===== config.mk =====
export PLATFORM = sky130hd
export DESIGN_NAME = region_color_manager
export DESIGN_NICKNAME = d
export VERILOG_FILES = /design/src/rtl/region_color_manager.sv
export SDC_FILE = /design/constraint.sdc
export NUM_CORES = 1
export LEC_CHECK = 0
export CAP_MARGIN = 5
export CORE_MARGIN = 10
export CORE_UTILIZATION = 35
export DETAILED_ROUTE_END_ITERATION = 6
export SYNTH_ARGS = -nofsm -noshare
export SYNTH_HDL_FRONTEND = slang
export SYNTH_SLANG_ARGS = --single-unit
export TNS_END_PERCENT = 100

===== constraint.sdc =====
create_clock -name Clk -period 2.6 [get_ports Clk]
set_input_delay 0.52 -clock Clk [delete_from_list [all_inputs] [get_ports Clk]]
set_output_delay 0.52 -clock Clk [all_outputs]
set_load 0.005 [all_outputs]

===== src/rtl/region_color_manager.sv =====
// Region color manager: UART-fed per-region color table, config-memory mirror and VGA pixel color select.
// Optional debug pattern (region index as pixel color) enabled by COLOR_MANAGER_DEBUG_PATTERN_EN.
//
// state     | meaning
// ----------+-----------------------------------------------------------
// ST_IDLE   | waiting for a header byte from the RX FIFO
// ST_WAIT   | header accepted, waiting for the data byte (timeout armed)
// ST_WRITE  | color stored, mirroring it to config memory via C_Valid/C_Rdy
module region_color_manager #(
    parameter int UART_DATA_WIDTH = 8,
    parameter int COLOR_WIDTH     = 8,
    parameter int H_REGIONS       = 2,
    parameter int V_REGIONS       = 2,
    parameter int H_ACTIVE        = 640,
    parameter int V_ACTIVE        = 480,
    parameter int C_ADDR_WIDTH    = 6,
    parameter int TIMEOUT_CYCLES  = 1024
) (
    input  logic                       Clk,
    input  logic                       Rst,
    input  logic                       Empty,
    input  logic [UART_DATA_WIDTH-1:0] RXD_Data,
    output logic                       RXD_Rd,
    input  logic                       C_Rdy,
    output logic [C_ADDR_WIDTH-1:0]    C_Addr,
    output logic [COLOR_WIDTH-1:0]     C_Data,
    output logic                       C_Valid,
    input  logic                       HSync,
    input  logic                       VSync,
    input  logic                       De,
    output logic [1:0]                 Config_Status,
    output logic [1:0]                 Config_Notification,
    output logic                       Config_Notification_Valid,
    output logic [1:0]                 Config_Error,
    output logic                       Error_Valid,
    output logic [1:0]                 Split_Mode,
`ifdef COLOR_MANAGER_DEBUG_PATTERN_EN
    input  logic                       VGA_Debugg,
`endif
    output logic [COLOR_WIDTH-1:0]     Data_VGA
);

    localparam int N_REGIONS = H_REGIONS * V_REGIONS;
    localparam int REGION_W  = H_ACTIVE / H_REGIONS;
    localparam int REGION_H  = V_ACTIVE / V_REGIONS;
    localparam int COL_W     = (H_REGIONS > 1) ? $clog2(H_REGIONS) : 1;
    localparam int ROW_W     = (V_REGIONS > 1) ? $clog2(V_REGIONS) : 1;
    localparam int X_W       = $clog2(H_ACTIVE + 1);
    localparam int Y_W       = $clog2(V_ACTIVE + 1);
    localparam int XR_W      = $clog2(REGION_W + 1);
    localparam int YR_W      = $clog2(REGION_H + 1);
    localparam int TMR_W     = $clog2(TIMEOUT_CYCLES + 1);

    localparam logic [1:0] ST_IDLE  = 2'b00;
    localparam logic [1:0] ST_WAIT  = 2'b01;
    localparam logic [1:0] ST_WRITE = 2'b10;

    logic [1:0]             state;
    logic                   hdr_is_mode;
    logic [5:0]             hdr_idx;
    logic [COLOR_WIDTH-1:0] wr_data;
    logic [TMR_W-1:0]       tmr;
    logic [COLOR_WIDTH-1:0] colors [N_REGIONS];
    logic [1:0]             split_mode;
    logic [1:0]             notif, err;
    logic                   notif_v, err_v;

    // Gated with Rst so the FIFO is never popped while held in reset.
    assign RXD_Rd  = Rst && !Empty && ((state == ST_IDLE) || (state == ST_WAIT));
    assign C_Valid = (state == ST_WRITE);
    assign C_Addr  = C_ADDR_WIDTH'(hdr_idx);
    assign C_Data  = wr_data;
    assign Config_Status             = state;
    assign Config_Notification       = notif;
    assign Config_Notification_Valid = notif_v;
    assign Config_Error              = err;
    assign Error_Valid               = err_v;
    assign Split_Mode                = split_mode;

    always_ff @(posedge Clk or negedge Rst) begin
        if (!Rst) begin
            state       <= ST_IDLE;
            hdr_is_mode <= 1'b0;
            hdr_idx     <= '0;
            wr_data     <= '0;
            tmr         <= '0;
            split_mode  <= '0;
            notif       <= '0;
            notif_v     <= 1'b0;
            err         <= '0;
            err_v       <= 1'b0;
            for (int i = 0; i < N_REGIONS; i++) colors[i] <= '0;
        end else begin
            notif_v <= 1'b0;
            err_v   <= 1'b0;
            case (state)
                ST_IDLE: begin
                    if (!Empty) begin
                        hdr_is_mode <= RXD_Data[6];
                        hdr_idx     <= RXD_Data[5:0];
                        tmr         <= TMR_W'(TIMEOUT_CYCLES - 1);
                        if (RXD_Data[7]) begin
                            err   <= 2'b10;
                            err_v <= 1'b1;
                        end else if (!RXD_Data[6] && (32'(RXD_Data[5:0]) >= N_REGIONS)) begin
                            err   <= 2'b01;
                            err_v <= 1'b1;
                        end else begin
                            state <= ST_WAIT;
                        end
                    end
                end
                ST_WAIT: begin
                    if (!Empty) begin
                        if (hdr_is_mode) begin
                            split_mode <= RXD_Data[1:0];
                            notif      <= 2'b10;
                            notif_v    <= 1'b1;
                            state      <= ST_IDLE;
                        end else begin
                            for (int i = 0; i < N_REGIONS; i++)
                                if (hdr_idx == 6'(i)) colors[i] <= COLOR_WIDTH'(RXD_Data);
                            wr_data <= COLOR_WIDTH'(RXD_Data);
                            state   <= ST_WRITE;
                        end
                    end else if (tmr == '0) begin
                        err   <= 2'b11;
                        err_v <= 1'b1;
                        state <= ST_IDLE;
                    end else begin
                        tmr <= tmr - 1'b1;
                    end
                end
                ST_WRITE: begin
                    if (C_Rdy) begin
                        notif   <= 2'b01;
                        notif_v <= 1'b1;
                        state   <= ST_IDLE;
                    end
                end
                default: state <= ST_IDLE;
            endcase
        end
    end

    logic             hs_q, vs_q;
    logic [X_W-1:0]   x;
    logic [Y_W-1:0]   y;
    logic [XR_W-1:0]  xr;
    logic [YR_W-1:0]  yr;
    logic [COL_W-1:0] col;
    logic [ROW_W-1:0] row;
    logic             h_rise, v_rise;

    assign h_rise = HSync && !hs_q;
    assign v_rise = VSync && !vs_q;

    // The last column/row absorbs remainder pixels because col/row saturate.
    always_ff @(posedge Clk or negedge Rst) begin
        if (!Rst) begin
            hs_q <= 1'b0;
            vs_q <= 1'b0;
            x    <= '0;
            y    <= '0;
            xr   <= '0;
            yr   <= '0;
            col  <= '0;
            row  <= '0;
        end else begin
            hs_q <= HSync;
            vs_q <= VSync;
            if (h_rise) begin
                x   <= '0;
                xr  <= '0;
                col <= '0;
            end else if (De && (x != X_W'(H_ACTIVE - 1))) begin
                x <= x + 1'b1;
                if (xr == XR_W'(REGION_W - 1)) begin
                    xr <= '0;
                    if (col != COL_W'(H_REGIONS - 1)) col <= col + 1'b1;
                end else begin
                    xr <= xr + 1'b1;
                end
            end
            if (v_rise) begin
                y   <= '0;
                yr  <= '0;
                row <= '0;
            end else if (h_rise && (y != Y_W'(V_ACTIVE - 1))) begin
                y <= y + 1'b1;
                if (yr == YR_W'(REGION_H - 1)) begin
                    yr <= '0;
                    if (row != ROW_W'(V_REGIONS - 1)) row <= row + 1'b1;
                end else begin
                    yr <= yr + 1'b1;
                end
            end
        end
    end

    logic [5:0]             sel_idx;
    logic [COLOR_WIDTH-1:0] color_sel;

    always_comb begin
        sel_idx = '0;
        case (split_mode)
            2'd0: sel_idx = '0;
            2'd1: sel_idx = 6'(32'(col));
            2'd2: sel_idx = 6'(32'(row) * H_REGIONS);
            default: sel_idx = 6'(32'(row) * H_REGIONS + 32'(col));
        endcase
        color_sel = '0;
        for (int i = 0; i < N_REGIONS; i++)
            if (sel_idx == 6'(i)) color_sel = colors[i];
    end

    always_ff @(posedge Clk or negedge Rst) begin
        if (!Rst) begin
            Data_VGA <= '0;
        end else if (!De) begin
            Data_VGA <= '0;
        end else begin
`ifdef COLOR_MANAGER_DEBUG_PATTERN_EN
            Data_VGA <= VGA_Debugg ? COLOR_WIDTH'(sel_idx) : color_sel;
`else
            Data_VGA <= color_sel;
`endif
        end
    end

endmodule


==> results of run 1 <==
[final cells by class]
cell class | count | share of cell area (%)
flip-flops and latches | 116 | 41.1
well taps | 216 | 3.83
repair buffers | 71 | 9.19
multi-input cells | 334 | 36.8
clock inverters | 8 | 1.43
clock buffers | 22 | 6.86
inverters | 14 | 0.744
[timing repair]
action | 4_1_cts | 5_1_grt
setup endpoints to repair | 1 | 0
endpoints found under the hold margin | 0 | 0
hold buffers | 0 | 0
buffers inserted | 0 | 0
gates resized for setup | 4 | 0
[state kept, by name, indices dropped and copies added (netlist names), 6 cells and up]
signal	cells
C_Addr	6
yr	8
xr	9
tmr	11
colors	32
x	10
y	9
C_Data	8
Data_VGA	8
[worst max path at each step]
stage / slack, ps / end / startpoint / depth (start not counted)
after global placement: 20 / RXD_Rd / Empty / 3
after CTS: 240 / RXD_Rd / Config_Status[0] / 5
final: 280 / C_Valid / Config_Status[0] / 3
after floorplan: 560 / colors[24] / Config_Status[1] / 5
after detailed placement: 20 / RXD_Rd / Empty / 3
after global routing: 70 / yr[6] / y[0] / 5
[report_power, final]
| group | total (mW) | internal [mW] | switching, mW |
|---|---|---|---|
| Combinational | 1.64 | 0.986 | 0.655 |
| Clock | 2.30 | 1.50 | 0.798 |
| Sequential | 2.62 | 2.25 | 0.369 |
| Total | 6.56 | 4.74 | 1.82 |
[metrics by stage]
stage | instance area, um^2 | std cells | hold WS [ps] | total power, mW
after floorplan | 5620 | 481 | 224 | 3.46
after global placement | 6460 | 751 | 472 | 4.24
after detailed placement | 6460 | 751 | 489 | 4.31
after CTS | 7060 | 781 | 298 | 6.64
after global routing | 7060 | 781 | 316 | 6.93
final | 7060 | 781 | 257 | 6.56
[per-layer routing]
metal / up-vias / global-route usage (%) / routed length [um]
li1: 1932 / - / -
met1: 2088 / 16.0 / 6080
met2: 63 / 19.8 / 6210
met3: 11 / 4.12 / 505
met4: 0 / 3.65 / 205
met5: - / 0 / 0
[logic make-up (layout without fill, tap and decap cells)]
logic type,Yosys count,count (layout)
and+or+nand+nor,160,160
muxes,59,59
AOI/OAI and AO/OA,95,95
xor gates and xnor gates,11,11
buffers and inverters,31,115
DFF,116,116
adders and majority gates,9,9
[layout by cell type (no fill, tap or decap), types with 3 or more instances in the layout]
cell / n
and2_1: 10
clkinvlp_4: 3
and3_1: 6
o21ai_0: 17
a21boi_0: 3
o31ai_1: 5
nor4_1: 7
nand2b_1: 5
a22o_1: 6
o31a_1: 3
inv_1: 14
ha_1: 8
clkbuf_8: 4
nor2_1: 31
nand3_1: 16
a21o_1: 3
dfrtp_1: 116
o211ai_1: 8
mux4_2: 8
nor3_1: 10
or4_1: 4
xnor2_1: 8
nand4_1: 7
clkbuf_16: 17
buf_4: 24
nand2_1: 27
a21oi_1: 22
mux2_2: 48
xor2_1: 3
or2_2: 3
clkdlybuf4s50_1: 46
nor2b_1: 8
or3_1: 5
a211oi_1: 5
[critical path, stage by stage, from the launching register on]
cell and delay, ps:
dfrtp_1 450, inv_1 160, ha_1 240, clkdlybuf4s50_1 550
==> flow_summary.json, run 1 <==
{
  "worstMarginPinSlew_ps": 1110,
  "max_freq_ghz": 0.431,
  "area_delta_synth_final_pct": 25.6,
  "grt_pass1_wl_um": 22000,
  "syn_area_um2": 5620,
  "ys.flop_type": "dfrtp_1",
  "nNetsFinal": 578,
  "clock_sinks": 116,
  "multi_input_area_um2": 2600,
  "ys_async_sr_fraction_pct": 100,
  "h-tree-depth": 4,
  "drtPass1Iterations": 6,
  "ys_types": 64,
  "r2r_slack_ps": 320,
  "drv_slew": 0,
  "antenna_found_initial": 0,
  "ys_ff_latch": 116,
  "p_leak_nw": 3.10,
  "final_util_pct": 44.6,
  "drtIter0Drc": 247,
  "yosysSeqAreaShare_pct": 51.6,
  "seq_area_um2": 2900,
  "synth_xor_area_share_pct": 1.71,
  "end_kind": "output port",
  "r2r_cells": 5,
  "hold_viol": 0,
  "layout-drive-gt1-share_pct": 23.7,
  "wl_per_cell_um": 16.6,
  "viasPerCell": 5.24,
  "setup_tns_ps": 0,
  "finalWorstSetupSlack_ps": 279,
  "grt.total_usage_pct": 12.5,
  "worstPathArrival_ps": 1800,
  "start_util_pct": 35.5,
  "dieArea_um2": 21500,
  "fillers": 1431,
  "synth.top_cell.area_share_pct": 51.6,
  "routed_wl_um": 13000,
  "num_rows": 46,
  "period_share_pct": 89.3,
  "ios": 49,
  "synth_compound_area_share_pct": 12.0,
  "synth_fp_nets": 505,
  "hold_class": "input port to asynchronous set/reset pin",
  "dp_hpwl_um": 9270,
  "yosys.area_share.simple_pct": 16.9,
  "p_per_area_nw_per_um2": 929,
  "synthTopCellsByCount": "dfrtp_1, mux2_2, nor2_1, nand2_1, a21oi_1",
  "clk_latency_ps": 410,
  "reg2reg_to": "yr[6]",
  "rsz0062_at_grt": "false",
  "crit_fanout": 5,
  "yosysWarnings": 0,
  "grt_max_degree": 70,
  "ys_top_cells_by_area": "dfrtp_1, mux2_2, mux4_2",
  "startpoint_type": "register",
  "worst-setup-path-type": "register to output port",
  "finClkSkew_ps": 7.86,
  "fp.dieW_um": 147,
  "setup_viol": 0,
  "drv_cap": 0,
  "post-synth-top-count-cell": "dfrtp_1",
  "io_buffer_count": 48,
  "ant_nets": 0,
  "synth_top_family_by_area": "simple AND/OR/NAND/NOR gates",
  "cts.path.max_buffers": 2,
  "die_h_um": 147,
  "n_antenna_cell": 0,
  "period_minus_slack_ps": 2320,
  "grt_remaining_overflow": 0,
  "grt_pass1_vias": 4215,
  "core_area_um2": 15800,
  "dp_slack_ps": 22.5,
  "vias": 4094,
  "yosys.area.top_type": "dfrtp_1",
  "relSlewSlack_pct": 25.5,
  "cts-root-buf": "clkbuf_16",
  "status": "finished clean",
  "muxShareOfSynthArea_pct": 13.4,
  "drc": 0,
  "cts_tree": "yes",
  "vdd_drop_max_mv": 0.511,
  "synth_fa_ha_area_share_pct": 2.00,
  "clk_pin_slew_ps": 50,
  "syn_avg_cell_area_um2": 11.7,
  "timing.rr.start": "y[0]",
  "cts_made_buffers": 17,
  "worstPathRequired_ps": 2080,
  "synthCells": 481,
  "gp_congestion": 0.787,
  "synth-edff-count": 0
}
(Power assumes the default switching activity.)
==> inputs of run 2 (changes only) <==
==> constraint.sdc (replaced) <==
create_clock -name Clk -period 1.95 [get_ports Clk]
set_input_delay 0.39 -clock Clk [delete_from_list [all_inputs] [get_ports Clk]]
set_output_delay 0.39 -clock Clk [all_outputs]
set_load 0.005 [all_outputs]
==> run 2 against run 1 <==
Effect of this change: sequential power increased by 33%; non-clock buffer count grew 33; flip-flop and latch count unchanged; die area did not move; via count increased by 1.6%; first-iteration DRC count rose by 0.40%; worst hold slack worse by 130 ps; critical path depth rose by 3; cell count is 4.0% higher; critical path type is now register to register; critical endpoint is now colors[24]; highest routed layer unchanged.
==> flow_summary.json, run 2 (synthesized netlist as in run 1, its figures left out) <==
{
  "status": "finished clean",
  "crit_chain": "inv_2 -> ha_4 -> or3b_4 -> nor4_4 -> buf_4 -> mux2_4",
  "rsz0062_at_grt": "true",
  "ant_nets": 0,
  "final_area_um2": 7400,
  "hold_viol": 0,
  "core_area_um2": 15800,
  "period_share_pct": 99.7,
  "clock_sinks": 116,
  "vdd_drop_max_mv": 0.689,
  "cts.path.max_buffers": 2,
  "grt_max_degree": 117,
  "routed_wl_um": 13400,
  "drc": 0,
  "worst-setup-path-type": "register to register",
  "setup_viol": 0,
  "p_leak_nw": 3.29,
  "dp_hpwl_um": 9140,
  "dp_slack_ps": -266,
  "critPathMaxStageDelay_ps": 440,
  "crit_fanout": 4,
  "finalWorstSetupSlack_ps": 6.49,
  "setup_tns_ps": 0,
  "layout_common_cells": "dfrtp_1, buf_4, clkdlybuf4s50_1, mux2_2, nor2_1",
  "worstMarginPinSlew_ps": 636,
  "dp.cells": 776,
  "clk_latency_ps": 410,
  "regMostFlops": "colors",
  "cts_made_buffers": 17,
  "worst_path_max_delay_cell": "or3b_4",
  "clk_pin_slew_ps": 50,
  "worstPathBufferInverterCount": 2,
  "num_rows": 46,
  "io_buffer_count": 48,
  "largest_register_ff_count": 32,
  "startpoint_type": "register",
  "ios": 49,
  "worstPathRequired_ps": 2230,
  "drtPass1Iterations": 4,
  "viasPerCell": 5.12,
  "max_freq_ghz": 0.515,
  "final_util_pct": 46.8,
  "hold_class": "input port to asynchronous set/reset pin",
  "wl_per_cell_um": 16.6,
  "grt.total_usage_pct": 12.8,
  "die_h_um": 147,
  "relSlewSlack_pct": 57.6,
  "end_kind": "register",
  "nNetsFinal": 611,
  "p_per_area_nw_per_um2": 1210,
  "grt_pass1_vias": 4328,
  "drv_cap": 0,
  "drtIter0Drc": 248,
  "dieArea_um2": 21500,
  "reg_top3": "colors (32), tmr (11), x (10)",
  "holdBufCountCts": 0,
  "finClkSkew_ps": 10.3,
  "drv_slew": 0,
  "gp_congestion": 0.782,
  "worstPathArrival_ps": 2230,
  "start_util_pct": 35.5,
  "cts-root-buf": "clkbuf_16",
  "vias": 4158,
  "grt_pass1_wl_um": 22600,
  "fp.dieW_um": 147,
  "grt_remaining_overflow": 0,
  "period_minus_slack_ps": 1940,
  "n_antenna_cell": 0,
  "antenna_found_initial": 0,
  "h-tree-depth": 4,
  "final_cells": 812,
  "layout_commonest_cell": "dfrtp_1",
  "path_delay_family": "simple AND/OR/NAND/NOR gates",
  "cts_tree": "yes",
  "placed_cell_area_um2": 6680,
  "layout-drive-gt1-share_pct": 30.5,
  "area_delta_synth_final_pct": 31.6
}
==> run 2: changes by cell type in the layout (fill, tap and decap cells not counted), sizes merged <==
cell / previous run / this run
buf: 24 / 58
clkdlybuf4s15: 0 / 1
clkdlybuf4s50: 46 / 45
clkinv: 3 / 4
clkinvlp: 3 / 0
dlygate4sd2: 1 / 0
==> run 2: per-stage QoR <==
step / power (mW) / hold WS, ps
floorplan: 4.63 / 94.4
global placement: 5.76 / 471
detailed placement: 5.86 / 483
CTS: 8.88 / 180
global route: 9.46 / 170
finish: 8.95 / 125
==> run 2: path summary, 6_finish.rpt <==
kind | from | endpoint | slack, ps | depth (start not counted)
min in group Clk | col | col | 490 | 2
max | Config_Status[1] | colors[24] | 6 | 6
max in group asynchronous | Rst | C_Addr[0] | 1300 | 2
min reg2reg | col | col | 490 | 2
min | Rst | xr[6] | 120 | 2
max reg2reg | Config_Status[1] | colors[24] | 6 | 6
==> run 2: final cells by class <==
type	instances	area, um^2
clock buffer	22	474
clock inverter	6	80.1
tap	216	270
timing repair buffer	104	918
sequential	116	2910
fill	1391	8430
multi-input combinational	334	2700
inverter	14	52.6
==> run 2: repair_timing <==
item / CTS / global route
endpoints found under the setup margin: 9 / 43
buffers inserted: 1 / 7
resized for setup: 12 / 22
pin swaps: 0 / 7
==> run 2: per-layer routing <==
layer,track usage (%),up-vias,routed length [um]
met1,16.5,2096,6310
met5,0,-,0
met2,20.2,61,6440
li1,-,1988,-
met4,4.05,0,190
met3,3.93,13,497
==> run 2: power by group <==
part / leakage (nW) / total (mW) / internal [mW] / switching (mW)
combinational: 1.51 / 2.51 / 1.53 / 0.979
sequential: 1.50 / 3.49 / 3.01 / 0.476
clock: 0.277 / 2.95 / 1.94 / 1.01
total: 3.29 / 8.95 / 6.49 / 2.46
==> inputs of run 3 (changes only) <==
--- a/config.mk
+++ b/config.mk
@@ -5,6 +5,7 @@
 export SDC_FILE = /design/constraint.sdc
 export NUM_CORES = 1
 export LEC_CHECK = 0
+export ABC_CLOCK_PERIOD_IN_PS = 1950
 export CAP_MARGIN = 5
 export CORE_MARGIN = 10
 export CORE_UTILIZATION = 35
@@ -12,4 +13,3 @@
 export SYNTH_ARGS = -nofsm -noshare
 export SYNTH_HDL_FRONTEND = slang
 export SYNTH_SLANG_ARGS = --single-unit
-export TNS_END_PERCENT = 100
==> results of run 3 <==
Same layout as run 2: the final DEF is identical, and so are final timing and power.
